$ cat src/rtl/ex_muldiv.sv
// Iterative multiply/divide unit for the EX stage: single-cycle multiply, restoring divide, {HI,LO} result.
// Define EX_MULDIV_MADD_EN to enable the accumulate ops (MADD/MADDU/MSUB/MSUBU); otherwise op_i[2]=1 is rejected.
module ex_muldiv #(
  parameter int WIDTH = 32
) (
  input  logic                 clk,
  input  logic                 rst,
  input  logic                 start_i,
  input  logic [2:0]           op_i,
  input  logic [WIDTH-1:0]     opdata1_i,
  input  logic [WIDTH-1:0]     opdata2_i,
  input  logic [2*WIDTH-1:0]   hilo_i,
  input  logic                 annul_i,
  output logic                 busy_o,
  output logic                 done_o,
  output logic                 whilo_o,
  output logic [2*WIDTH-1:0]   result_o
);

  localparam int CW = $clog2(WIDTH + 1);
  localparam logic [CW-1:0] LAST_STEP = CW'(WIDTH - 1);

  typedef enum logic [1:0] {IDLE, MUL, DIV, DONE} state_e;

  state_e               state_q, state_d;
  logic [WIDTH-1:0]     opa_q, opa_d;
  logic [WIDTH-1:0]     opb_q, opb_d;
  logic                 sgn_q, sgn_d;
  logic [WIDTH-1:0]     quot_q, quot_d;
  logic [WIDTH-1:0]     rem_q, rem_d;
  logic [CW-1:0]        cnt_q, cnt_d;
  logic                 qneg_q, qneg_d;
  logic                 rneg_q, rneg_d;
  logic [2*WIDTH-1:0]   result_q, result_d;

  // Decode of the incoming request.
  logic                 op_legal;
  logic                 op_is_div;
  logic                 op_sgn;
  logic                 a_neg, b_neg;
  logic [WIDTH-1:0]     a_mag, b_mag;

`ifdef EX_MULDIV_MADD_EN
  logic                 acc_q, acc_d;
  logic                 sub_q, sub_d;
  logic [2*WIDTH-1:0]   hilo_q, hilo_d;
  assign op_legal = 1'b1;
`else
  logic                 unused_hilo;
  assign unused_hilo = ^hilo_i;
  assign op_legal    = ~op_i[2];
`endif

  assign op_is_div = (op_i[2:1] == 2'b01);
  assign op_sgn    = ~op_i[0];
  assign a_neg     = op_sgn & opdata1_i[WIDTH-1];
  assign b_neg     = op_sgn & opdata2_i[WIDTH-1];
  assign a_mag     = a_neg ? ({WIDTH{1'b0}} - opdata1_i) : opdata1_i;
  assign b_mag     = b_neg ? ({WIDTH{1'b0}} - opdata2_i) : opdata2_i;

  // Multiplier: sign/zero-extend to 2*WIDTH so one truncating multiply covers both signednesses.
  logic [2*WIDTH-1:0]   mul_a, mul_b, product, mul_res;

  assign mul_a   = sgn_q ? {{WIDTH{opa_q[WIDTH-1]}}, opa_q} : {{WIDTH{1'b0}}, opa_q};
  assign mul_b   = sgn_q ? {{WIDTH{opb_q[WIDTH-1]}}, opb_q} : {{WIDTH{1'b0}}, opb_q};
  assign product = mul_a * mul_b;

`ifdef EX_MULDIV_MADD_EN
  assign mul_res = !acc_q ? product : (sub_q ? (hilo_q - product) : (hilo_q + product));
`else
  assign mul_res = product;
`endif

  // Restoring divider step on magnitudes; quot_q starts as the dividend and shifts quotient bits in from the right.
  logic [WIDTH:0]       shifted, diff;
  logic                 q_bit;
  logic [WIDTH-1:0]     rem_step, quot_step;
  logic [2*WIDTH-1:0]   div_res;

  assign shifted   = {rem_q, quot_q[WIDTH-1]};
  assign diff      = shifted - {1'b0, opb_q};
  assign q_bit     = ~diff[WIDTH];
  assign rem_step  = q_bit ? diff[WIDTH-1:0] : shifted[WIDTH-1:0];
  assign quot_step = {quot_q[WIDTH-2:0], q_bit};
  assign div_res   = {rneg_q ? ({WIDTH{1'b0}} - rem_step)  : rem_step,
                      qneg_q ? ({WIDTH{1'b0}} - quot_step) : quot_step};

  always_comb begin
    // NOTE: every variable gets its hold value first so no path through the case infers a latch.
    state_d  = state_q;
    opa_d    = opa_q;
    opb_d    = opb_q;
    sgn_d    = sgn_q;
    quot_d   = quot_q;
    rem_d    = rem_q;
    cnt_d    = cnt_q;
    qneg_d   = qneg_q;
    rneg_d   = rneg_q;
    result_d = result_q;
`ifdef EX_MULDIV_MADD_EN
    acc_d    = acc_q;
    sub_d    = sub_q;
    hilo_d   = hilo_q;
`endif

    case (state_q)
      IDLE: begin
        if (start_i && !annul_i && op_legal) begin
          opa_d  = opdata1_i;
          opb_d  = op_is_div ? b_mag : opdata2_i;
          sgn_d  = op_sgn;
          quot_d = a_mag;
          rem_d  = '0;
          cnt_d  = '0;
          qneg_d = a_neg ^ b_neg;
          rneg_d = a_neg;
`ifdef EX_MULDIV_MADD_EN
          acc_d  = op_i[2];
          sub_d  = op_i[1];
          hilo_d = hilo_i;
`endif
          if (!op_is_div) begin
            state_d = MUL;
          end else if (opdata2_i == '0) begin
            state_d  = DONE;
            result_d = {opdata1_i, {WIDTH{1'b1}}};
          end else begin
            state_d = DIV;
          end
        end
      end
      MUL: begin
        if (annul_i) begin
          state_d = IDLE;
        end else begin
          state_d  = DONE;
          result_d = mul_res;
        end
      end
      DIV: begin
        if (annul_i) begin
          state_d = IDLE;
        end else begin
          rem_d  = rem_step;
          quot_d = quot_step;
          cnt_d  = cnt_q + CW'(1);
          if (cnt_q == LAST_STEP) begin
            state_d  = DONE;
            result_d = div_res;
          end
        end
      end
      DONE:    state_d = IDLE;
      default: state_d = IDLE;
    endcase
  end

  // NOTE: sequential state uses non-blocking assignments so all flops update from pre-edge values.
  always_ff @(posedge clk or negedge rst) begin
    if (!rst) begin
      state_q  <= IDLE;
      opa_q    <= '0;
      opb_q    <= '0;
      sgn_q    <= 1'b0;
      quot_q   <= '0;
      rem_q    <= '0;
      cnt_q    <= '0;
      qneg_q   <= 1'b0;
      rneg_q   <= 1'b0;
      result_q <= '0;
    end else begin
      state_q  <= state_d;
      opa_q    <= opa_d;
      opb_q    <= opb_d;
      sgn_q    <= sgn_d;
      quot_q   <= quot_d;
      rem_q    <= rem_d;
      cnt_q    <= cnt_d;
      qneg_q   <= qneg_d;
      rneg_q   <= rneg_d;
      result_q <= result_d;
    end
  end

`ifdef EX_MULDIV_MADD_EN
  always_ff @(posedge clk or negedge rst) begin
    if (!rst) begin
      acc_q  <= 1'b0;
      sub_q  <= 1'b0;
      hilo_q <= '0;
    end else begin
      acc_q  <= acc_d;
      sub_q  <= sub_d;
      hilo_q <= hilo_d;
    end
  end
`endif

  assign busy_o   = (state_q == MUL) || (state_q == DIV);
  assign done_o   = (state_q == DONE);
  assign whilo_o  = (state_q == DONE);
  assign result_o = result_q;

endmodule

$ cat config.mk
export PLATFORM = sky130hd
export DESIGN_NAME = ex_muldiv
export DESIGN_NICKNAME = d
export VERILOG_FILES = /design/src/rtl/ex_muldiv.sv
export SDC_FILE = /design/constraint.sdc
export NUM_CORES = 2
export LEC_CHECK = 0
export ABC_AREA = 1
export ABC_CLOCK_PERIOD_IN_PS = 25600
export BUFFER_PORTS_ARGS = -buffer_cell sky130_fd_sc_hd__buf_2
export CORE_UTILIZATION = 60
export DETAILED_ROUTE_END_ITERATION = 8
export PLACE_DENSITY = 0.77
export REMOVE_ABC_BUFFERS = 1
export SLEW_MARGIN = 20
export SYNTH_ARGS = -nofsm -noshare
export SYNTH_HDL_FRONTEND = slang
export SYNTH_SLANG_ARGS = --single-unit
$ cat constraint.sdc
create_clock -name clk -period 25.6 [get_ports clk]
set_clock_uncertainty 0.2 [all_clocks]
set_input_delay 3.84 -clock clk [delete_from_list [all_inputs] [get_ports clk]]
set_output_delay 3.84 -clock clk [all_outputs]
set_load 0.05 [all_outputs]
After elaboration in Yosys (flattened, before gate mapping)
Index checks and enable logic that the tools add are counted.
Operators by class
  add/subtract/negate cells: 6
  multiply operators: 1
  eq/ne operators: 12
  mux-type cells: 31
  bitwise logic cells: 6
  reduce and logical (&&, ||, !) cells: 12
Operator list (number)
  $mux 64: 8
  $mux 32: 10
  $pmux 64 s3: 1
  $pmux 32 s2: 2
  $sub 1x32->32 const A: 4
  $mul 64x64->64: 1
  $sub 33x32->33: 1
  $logic_not 32->1: 1
  $mux 6: 2
  $ne 2x2->1 const B: 6
  $pmux 6 s2: 1
  $mux 2: 5
  $pmux 2 s4: 1
  $reduce_and 7->1: 1
  $add 6x1->6 const B: 1
  $eq 6x5->1 const B: 1
  $eq 2x1->1 const B: 2
  $eq 2x2->1 const B: 2
  $reduce_and 2->1: 2
  $ne 3x3->1 const B: 1
  $not 1->1: 3
  $reduce_and 3->1: 1
  $reduce_bool 3->1: 1
  $and 1x1->1: 2
  7 further kinds: 8
Word-level totals
  register bits after elaboration: 203
  input port bits: 135
  output and inout port bits: 67

Longest topological paths before layout
  depth in word-level cells: 7
  mapped depth: 42
  gate-level depth less buffers: 41

Worst setup path after synthesis
OpenSTA, ideal clock, no wires.
  path type: reg-to-reg
  start point: register opa_q[31]
  end point: register result_q[62], in the netlist result_o[62]
  arrival time: 8.866 ns
  data required time: 25.282 ns
  path slack: 16.416 ns
  cell stages (with the launch flop): 38
  path buffers: 2
  period minus slack after synthesis: 9.184 ns
  cell sequence: dfrtp_1 clkbuf_1 nand2_1 clkbuf_1 nor2_1 fa_1 inv_1 fa_1 inv_1 fa_1 inv_1 fa_1 inv_1 fa_1 fa_1 fa_1 inv_1 fa_1 [... 2 more ...] inv_1 fa_1 inv_1 ha_1 inv_1 nor3_1 nand2_1 nor2_1 inv_1 o211a_1 nand2_1 a21oi_1 o21ai_0 nand2_1 inv_1 nand2_1 nand2_1 nand2_1
Between the ends
  word-level cells in the longest chain between the ends: 4
Ends and longest elaborated chain
  from (decl): RTL line 26  | logic [WIDTH-1:0] opa_q, opa_d;
  from (signal assigned): RTL line 173  | opa_q <= opa_d;
  $mux 64: RTL line 64  | assign mul_a = sgn_q ? {{WIDTH{opa_q[WIDTH-1]}}, opa_q} : {{WIDTH{1'b0}}, opa_q};
  $mul 64x64->64: RTL line 66  | assign product = mul_a * mul_b;
  $mux 64: RTL line 133  | if (annul_i) begin
  $pmux 64 s3: RTL line 106  | case (state_q)
  to (signal assigned): RTL line 181  | result_q <= result_d;
  to (decl): RTL line 34  | logic [2*WIDTH-1:0] result_q, result_d;
Every way passes these cells. The select of a mux whose other input is x is not followed.
A chain may end at the register's enable or synchronous reset.

Worst setup path in the final report
  start point: register opa_q[31]
  end point: register result_q[60], in the netlist result_o[60]
Same word-level chain as after synthesis.

==> flow_metrics.py <==
metrics = {
    "critical_path": {
        "crit_path_start_kind": "flop",
        "path_buf_inv": 9,
        "crit_arrival_ps": 11700,
        "startpoint": "opa_q[31]",
        "crit_cells": 34,
        "r2r_slack_ps": 14190,
        "worst-setup-path-type": "reg -> reg",
        "cp_slowest_cell": "fa_1",
        "crit_top_cell": "fa_1",
        "worstRegToRegCells": 34,
        "critPathMaxFanout": 34,
        "regToRegEndpoint": "result_o[60]",
        "cp-end-kind": "flop",
        "cp_slowest_stage_delay_ps": 890,
        "timing.rr.start": "opa_q[31]",
        "cp.required_ps": 25880,
        "crit_family": "adder cells",
    },
    "detailed_routing": {
        "via_count": 53000,
        "first_iter_violations": 4590,
        "drc": 0,
        "wl_um": 200000,
        "avgRoutedWirePerCell_um": 20.7,
        "drt.antenna.violating_nets": 0,
        "avgViaCountPerCell": 5.48,
        "dr.pass1.iters": 6,
    },
    "status": {
        "status": "finished clean",
    },
    "global_routing": {
        "grt_pass1_wl_um": 314000,
        "grt_max_degree": 102,
        "grt_pass1_vias": 55400,
        "grt_use_total_pct": 38.2,
        "grt-ovfl-total": 0,
        "antenna_found_initial": 4,
    },
    "logic_synthesis": {
        "synth_compound_area_share_pct": 5.74,
        "ys.flop_type": "dfrtp_1",
        "synthXorXnorAreaFrac_pct": 1.52,
        "syn_inst": 8339,
        "synthSimpleGateAreaFrac_pct": 17.0,
        "synthArstFlopShare_pct": 100,
        "synth_top_area_share_pct": 44.1,
        "yosysTopAreaCell": "fa_1",
        "synthAdderAreaFrac_pct": 50.8,
        "ys_seq_area_share_pct": 7.87,
        "syn_area_um2": 64500,
        "ys_warn_count": 0,
        "yosysMostFrequentCell": "inv_1",
        "ys_ff_latch": 203,
        "synth_common_cells": "inv_1, nand2_1, fa_1",
        "synth-edff-count": 0,
        "synth.avg_cell_area_um2": 7.74,
        "synth_mux_area_share_pct": 0,
        "synth_top_family_by_area": "adder cells",
        "synthTopCellsByArea": "fa_1, inv_1, nand2_1, dfrtp_1, ha_1",
        "synth_cell_types": 63,
    },
    "floorplan": {
        "die_w_um": 330,
        "dieArea_um2": 109000,
        "die_y_um": 330,
        "rows": 119,
        "ios": 202,
        "start_util_pct": 60.9,
        "core_area_um2": 106000,
    },
    "sta": {
        "final.setup.tns_ps": 0,
        "max_clock_freq_mhz": 87.6,
        "slew_viol_final": 0,
        "period_needed_ps": 11410,
        "setup_viol": 0,
        "finalCritPeriodShare_pct": 44.6,
        "worst_slew_pin_slew_ps": 1230,
        "maxSlewHeadroom_pct": 17.6,
        "hold_viol": 0,
        "rsz0062_at_grt": "no",
    },
    "clock_tree": {
        "cts_made_buffers": 26,
        "clkTransAtPathRegs_ps": 60,
        "clk_latency_ps": 600,
        "htree_levels": 1,
        "cts_root_buf": "clkbuf_16",
        "ctsHoldBuffers": 0,
        "cts_tree": "yes",
        "clk_path_buf_depth": 3,
        "cts_sinks": 203,
        "cts_setup_buffers": 0,
        "cts_resized": 0,
    },
    "finish": {
        "fillers": 9281,
        "multi_input_area_um2": 48500,
        "drive_gt1_share_pct": 4.54,
        "finalNetCount": 10200,
        "syn_to_final_growth_pct": 4.26,
        "seq_area_um2": 5080,
    },
    "placement": {
        "place_hpwl_um": 164000,
        "port_buffers": 137,
        "gp_congestion": 1.01,
    },
    "hold_path": {
        "holdPathStages": 2,
        "hold_class": "reg -> reg",
        "min_from": "result_o[62]",
        "holdPathEnd": "result_o[62]",
    },
    "job": {
        "maxCapViolations": 0,
    },
}
cell usage in the layout, fill, tap and decap left out, drive strengths merged, types with 3 or more instances in the layout:
cell type / instances
o21bai: 20
a21oi: 226
dfrtp: 203
clkbuf: 33
a211oi: 5
nand3b: 21
nor2: 372
a2bb2oi: 8
bufinv: 5
a21boi: 3
inv: 2553
o211ai: 12
o21ai: 225
a31oi: 18
nor4: 11
o21a: 28
xnor2: 47
xor2: 65
nand2: 1968
o22ai: 31
nor3b: 3
or2: 25
fa: 1420
o31ai: 3
nand3: 228
nor3: 48
and3: 5
a21o: 15
buf: 231
clkinv: 11
o221ai: 33
ha: 349
nand4: 27
worst reg2reg max path, delay by kind of cell (launching register included):
kind | cells | cell delay (ps)
buf+inv | 9 | 2020
compound gates | 3 | 950
flops | 1 | 340
simple gates | 11 | 1560
fa+ha+maj | 11 | 6270
metal layers:
metal,vias to the layer above,global-route usage (%),routed length (µm)
met4,0,19.0,12000
met2,2464,61.4,93100
met3,550,6.73,18300
li1,23600,-,-
met1,26400,50.2,76500
met5,-,0,0
through the flow:
| stage | worst slack, ps | instances | cell area [µm²] | util [%] | hold WS [ps] |
|---|---|---|---|---|---|
| after floorplan | 15810 | 7989 | 63200 | - | 259 |
| after CTS | 14420 | 9658 | 67300 | 63.5 | 278 |
| after detailed placement | 14450 | 9611 | 66300 | 62.5 | 261 |
| after global placement | 14570 | 9611 | 66300 | 62.5 | 259 |
| final | 14190 | 9659 | 67300 | 63.5 | 276 |
| after global routing | 13780 | 9658 | 67300 | 63.5 | 305 |
flip-flops by register name, summed over array words and instances (netlist names):
name,count
quot_q,32
rneg_q,1
opa_q,32
cnt_q,6
rem_q,32
opb_q,32
state_q,2
result_o,64
qneg_q,1
sgn_q,1
kinds of logic after synthesis:
family / after synthesis
flops: 203
xor+xnor: 112
fa+ha+maj: 1769
compound gates: 638
simple gates: 2710
buf+inv: 2907
worst max path at each step:
stage | end | slack, ps
4_1_cts | result_o[62] | 14420
2_1_floorplan | result_o[62] | 15810
5_1_grt | result_o[60] | 13780
3_5_place_dp | result_o[62] | 14450
3_3_place_gp | result_o[62] | 14570
6_report | result_o[60] | 14190
final cells by class:
class | instances | share of cell area, %
Timing Repair Buffer | 231 | 2.08
Clock buffer | 33 | 1.08
Antenna cell | 1 | 0.00372
Inverter | 2557 | 14.3
Sequential cell | 203 | 7.56
Tap cell | 1391 | 2.59
Clock inverter | 14 | 0.352
Multi-Input combinational cell | 5229 | 72.1
Power is left out: the tool's default activity adds up to more than one toggle a clock period on the data nets, which glitch-free logic cannot reach.
